[src/rtl/e_fwd_pkg.sv]
// e_fwd_pkg
//   Shared types for the E-stage forwarding controller.
//   fwd_sel_e     : forwarding mux select code driven into E
//   stage_info_t  : destination info tracked per shadow pipeline slot
//   fwd_pick      : select code for one source register from the E/M slots
package e_fwd_pkg;

  // Widest register address the shadow slots can carry; narrower cores
  // zero-extend their addresses into it.
  localparam int RD_MAX_W = 8;

  typedef enum logic [1:0] {
    FWD_RS  = 2'b00,
    FWD_WB  = 2'b01,
    FWD_ALU = 2'b10,
    FWD_MEM = 2'b11
  } fwd_sel_e;

  typedef struct packed {
    logic [RD_MAX_W-1:0] rd;
    logic                regwrite;
    logic                memread;
  } stage_info_t;

  localparam stage_info_t BUBBLE = '{rd: '0, regwrite: 1'b0, memread: 1'b0};

  // The E slot holds the newer producer, so it is checked first.
  function automatic fwd_sel_e fwd_pick(input stage_info_t e_slot,
                                        input stage_info_t m_slot,
                                        input logic [RD_MAX_W-1:0] rs);
    if (rs == '0)
      return FWD_RS;
    if (e_slot.regwrite && (e_slot.rd == rs))
      return e_slot.memread ? FWD_MEM : FWD_ALU;
    if (m_slot.regwrite && (m_slot.rd == rs))
      return FWD_WB;
    return FWD_RS;
  endfunction

endpackage

[src/rtl/e_fwd_track.sv]
// e_fwd_track
//   Shadow copy of the destination info for the instructions in E and M.
//   Every edge the E slot moves into M and the D-stage info moves into E,
//   unless kill_e replaces it with a bubble.
// Ports
//   clk     in   clock
//   rst     in   synchronous active-high reset (both slots -> bubble)
//   info_d  in   destination info of the instruction in D
//   kill_e  in   insert a bubble into the E slot this edge
//   slot_e  out  info of the instruction now in E
//   slot_m  out  info of the instruction now in M
module e_fwd_track
  import e_fwd_pkg::*;
(
  input  logic        clk,
  input  logic        rst,
  input  stage_info_t info_d,
  input  logic        kill_e,
  output stage_info_t slot_e,
  output stage_info_t slot_m
);

  always_ff @(posedge clk) begin
    if (rst) begin
      slot_e <= BUBBLE;
      slot_m <= BUBBLE;
    end else begin
      slot_m <= slot_e;
      slot_e <= kill_e ? BUBBLE : info_d;
    end
  end

endmodule

[src/rtl/e_fwd_ctrl.sv]
// e_fwd_ctrl
//   Forwarding / hazard controller for the 5-stage core. Forwarding selects
//   are decided in D against a shadow copy of the E/M destinations and
//   registered so they are valid while the instruction sits in E. Also
//   raises load-use stall (registered data memory only), branch flush and
//   counts load-use stall cycles.
// Ports
//   i_clk, i_rst           clock, synchronous active-high reset
//   i_rs1_D, i_rs2_D       source registers of the D instruction
//   i_rd_D                 destination register of the D instruction
//   i_regwrite_D           D instruction writes rd
//   i_memread_D            D instruction is a load
//   i_pcsrc_E              taken branch/jump in E
//   o_stall_F, o_stall_D   hold PC / hold F-D register
//   o_flush_D, o_flush_E   clear F-D / D-E register
//   o_con_fa, o_con_fb     operand A/B forwarding select, valid in E
//   o_stall_cnt            number of load-use stall cycles (wrapping)
module e_fwd_ctrl
  import e_fwd_pkg::*;
#(
  parameter bit SYNC_DMEM = 1'b0,
  parameter int REG_AW    = 5,
  parameter int CNT_W     = 32
) (
  input  logic              i_clk,
  input  logic              i_rst,
  input  logic [REG_AW-1:0] i_rs1_D,
  input  logic [REG_AW-1:0] i_rs2_D,
  input  logic [REG_AW-1:0] i_rd_D,
  input  logic              i_regwrite_D,
  input  logic              i_memread_D,
  input  logic              i_pcsrc_E,
  output logic              o_stall_F,
  output logic              o_stall_D,
  output logic              o_flush_D,
  output logic              o_flush_E,
  output logic [1:0]        o_con_fa,
  output logic [1:0]        o_con_fb,
  output logic [CNT_W-1:0]  o_stall_cnt
);

  stage_info_t         info_d;
  stage_info_t         slot_e;
  stage_info_t         slot_m;
  logic [RD_MAX_W-1:0] rs1;
  logic [RD_MAX_W-1:0] rs2;
  logic                flush;
  logic                load_use;
  logic                kill_e;
  fwd_sel_e            sel_a;
  fwd_sel_e            sel_b;
  fwd_sel_e            con_fa;
  fwd_sel_e            con_fb;
  logic [CNT_W-1:0]    stall_cnt;

  assign rs1    = RD_MAX_W'(i_rs1_D);
  assign rs2    = RD_MAX_W'(i_rs2_D);
  assign info_d = '{rd: RD_MAX_W'(i_rd_D), regwrite: i_regwrite_D, memread: i_memread_D};

  // Flush outranks load-use: the stalled instruction is discarded anyway.
  assign flush    = i_pcsrc_E && !i_rst;
  assign load_use = SYNC_DMEM && !i_rst && !i_pcsrc_E
                    && slot_e.memread && slot_e.regwrite && (slot_e.rd != '0)
                    && ((slot_e.rd == rs1) || (slot_e.rd == rs2));
  assign kill_e   = flush || load_use;

  assign o_stall_F = load_use;
  assign o_stall_D = load_use;
  assign o_flush_D = flush;
  assign o_flush_E = kill_e;

  e_fwd_track u_track (
    .clk    (i_clk),
    .rst    (i_rst),
    .info_d (info_d),
    .kill_e (kill_e),
    .slot_e (slot_e),
    .slot_m (slot_m)
  );

  // With SYNC_DMEM=1 an E-slot load match always stalls, so FWD_MEM is
  // masked by the bubble and only WB forwarding is seen on the repeat.
  assign sel_a = fwd_pick(slot_e, slot_m, rs1);
  assign sel_b = fwd_pick(slot_e, slot_m, rs2);

  always_ff @(posedge i_clk) begin
    if (i_rst || kill_e) begin
      con_fa <= FWD_RS;
      con_fb <= FWD_RS;
    end else begin
      con_fa <= sel_a;
      con_fb <= sel_b;
    end
  end

  always_ff @(posedge i_clk) begin
    if (i_rst)
      stall_cnt <= '0;
    else if (load_use)
      stall_cnt <= stall_cnt + CNT_W'(1);
  end

  assign o_con_fa    = con_fa;
  assign o_con_fb    = con_fb;
  assign o_stall_cnt = stall_cnt;

endmodule

[config.mk]
export PLATFORM = sky130hd
export DESIGN_NAME = e_fwd_ctrl
export DESIGN_NICKNAME = d
export VERILOG_FILES = /design/src/rtl/e_fwd_pkg.sv /design/src/rtl/e_fwd_track.sv /design/src/rtl/e_fwd_ctrl.sv
export SDC_FILE = /design/constraint.sdc
export NUM_CORES = 1
export LEC_CHECK = 0
export BUFFER_PORTS_ARGS = -buffer_cell sky130_fd_sc_hd__buf_2
export CAP_MARGIN = 15
export CORE_MARGIN = 2
export CORE_UTILIZATION = 42
export DETAILED_ROUTE_END_ITERATION = 10
export MAX_ROUTING_LAYER = met4
export PLACE_DENSITY = 0.74
export REMOVE_ABC_BUFFERS = 1
export SLEW_MARGIN = 0
export SYNTH_ARGS = -nofsm -noshare
export SYNTH_HDL_FRONTEND = slang
export SYNTH_SLANG_ARGS = --single-unit
export TNS_END_PERCENT = 20
[constraint.sdc]
create_clock -name i_clk -period 1.45 [get_ports i_clk]
set_input_delay 0.145 -clock i_clk [delete_from_list [all_inputs] [get_ports i_clk]]
set_output_delay 0.145 -clock i_clk [all_outputs]
set_load 0.05 [all_outputs]
==> metrics.txt <==
PortBufs 25; Setup Slack @ Placement 172.9 ps; drt total wl 1481 µm; slowest cell on the critical path dfxtp_1; number of cells on the worst hold path 2; Fin. Hold Viols 0; synthesized area per cell 9.372 µm²; Crit path required time 1630 ps; Largest stage delay, worst path 350 ps; largest net degree at the start of global routing 11; area of the mapped netlist 993.5 µm²; first-pass GRT wire length 2366 µm; cell taking the most area after synthesis dfxtp_1; post-route insts no fill 161; via count 658; sequential share of the synthesized area 0.3426; TNS Setup 0 ps; H-tree lvl count 1; ANT cells 0; Synth cell types 15; Fin Clk Skew 2.189 ps; Synth Instances 106; worst r2r src u_track.slot_e[4]; VDD IR-drop max 0.5159 mV; core area 2233 µm²; R2R Path End o_con_fb[0]; Achievable Freq 778.0 MHz; type of the tightest min-delay check in -> reg; DR pass1 iterations 4; Hold EP u_track.slot_e[3]; final worst path period share 0.8865; GPL Wtd Cong 0.7728; status finished, final reports clean; CP Class reg -> reg; ANT nets after route 0; initial antenna violation count 0; Slew Limit Fails 0; vias in the first global route 565; number of placed instances, taps included 157; WL per Instance 9.199 µm; CP arrival 1470 ps; startpoint types register; Seq cells post-synth 17; Initial Utilization 0.4448; hold path start i_rd_D[1]; GRT Util Overall 0.1229; RSZ-0062 raised after global routing no; Leak 0.5467 nW; Max FO, Critical Path 3; YS warnings 0; commonest non-fill, non-tap cell in the layout conb_1; Root Buffer clkbuf_4; I/O pins 60; Final Util 0.4667; Longest Clk Path Bufs 2; CTS tree built; Clock transition at path regs 90 ps; DIE HEIGHT 52.64 µm; synth top area cells dfxtp_1 (34%), buf_4 (26%), xor2_1 (14%), and2_1 (4.4%), nor2b_1 (4.4%); Clk Latency, worst-skew pair 290 ps; R2R depth 5; GRT overflow 0; die area 2770 µm²; PwrDens 996.8 nW/µm²; row count 17; initial DRC count 2; Die X 52.64 µm; Final Critical Period 1285 ps; area grow syn2layout 4.912%; Setup crit end kind register; max-cap viol count 0; vias per cell 4.087; proportion of layout cells with a drive suffix above 1 0.2331; worst hold slack 44.28 ps; PostCTS Resize Cnt 0; total CTS buffers 3; nets@finish 154; drt drc 0; most frequent cells in the layout conb_1 (34), buf_2 (25), dfxtp_1 (17), xor2_1 (16); Setup violations, final 0; share of the synthesized area in the top cell type 0.3426; Post-CTS Hold Buffers 0; final worst slack 164.6 ps; # Post-CTS Setup Buffers 0; Sinks on Clock Net 17; R2R Setup Slk 160 ps; CP Cell Sequence xor2_1 > nor4_2 > nand3_1 > mux2i_1 > nor2_1
==> layout make-up <==
type | count | area [µm²]
sequential | 17 | 340.3
clock buffer | 3 | 22.52
tap | 28 | 35.03
multi-input combinational | 87 | 514.2
timing repair buffer | 25 | 125.1
clock inverter | 1 | 5.005
fill | 225 | 1191
==> synth_stat cells <==
master and number:
or4_1 2, xor2_1 16, nor2_1 5, nor2b_1 7, conb_1 1, and2_1 7, and3_1 2, buf_4 35
dfxtp_1 17, nor4_1 2, nand3_1 2, nor4_2 2, o21ai_0 2, xnor2_1 4, mux2i_1 2
==> critical path, delay by kind of cell, from the launching register on <==
kind	cells	cell delay [ps]
XOR/XNOR	1	170
flip-flops	1	350
multiplexers	1	170
AND/OR/NAND/NOR	3	480
==> through the flow <==
stage	cell area, µm²	total power, mW
5_1_grt	1042	1.095
6_report	1042	1.039
2_1_floorplan	854.6	0.7504
3_5_place_dp	1015	0.8033
3_3_place_gp	1015	0.7988
4_1_cts	1042	1.050
==> state kept, by name, indices dropped and copies added, names as in the netlist <==
name,flops
o_con_fa,2
o_con_fb,2
u_track.slot_e,7
u_track.slot_m,6
==> report_power, final <==
part / switching (mW) / internal (mW)
clock network: 0.144 / 0.103
registers: 0.0108 / 0.479
logic: 0.250 / 0.0524
total: 0.405 / 0.634
==> routing by layer <==
layer  vias to the layer above  routed length [µm]  global-route usage
met2                        52                 697              0.2146
met4                         0                  19             0.05128
li1                        323                   -                   -
met3                         2                 173             0.03714
met5                         -                   0                   -
met1                       281                 591              0.1278
==> worst max path at each step <==
stage	slack, ps	cells past startpoint	from	to
after floorplan	-180	1	i_rst	o_flush_D
after global placement	220	5	u_track.slot_e[4]	o_con_fb[0]
after detailed placement	170	5	u_track.slot_e[4]	o_con_fb[0]
after CTS	160	5	u_track.slot_e[4]	o_con_fb[0]
after global routing	50	5	u_track.slot_e[4]	o_con_fa[0]
final	160	5	u_track.slot_e[4]	o_con_fb[0]
==> cell families after synthesis <==
kind of cell | after synthesis | synth area share
simple gates | 29 | 0.1826
compound gates | 2 | 0.01008
other cells | 1 | 0.003775
flops | 17 | 0.3426
mux | 2 | 0.02015
xor+xnor | 20 | 0.1763
buf+inv | 35 | 0.2645
Note: power is estimated with default switching activity, not from simulation.
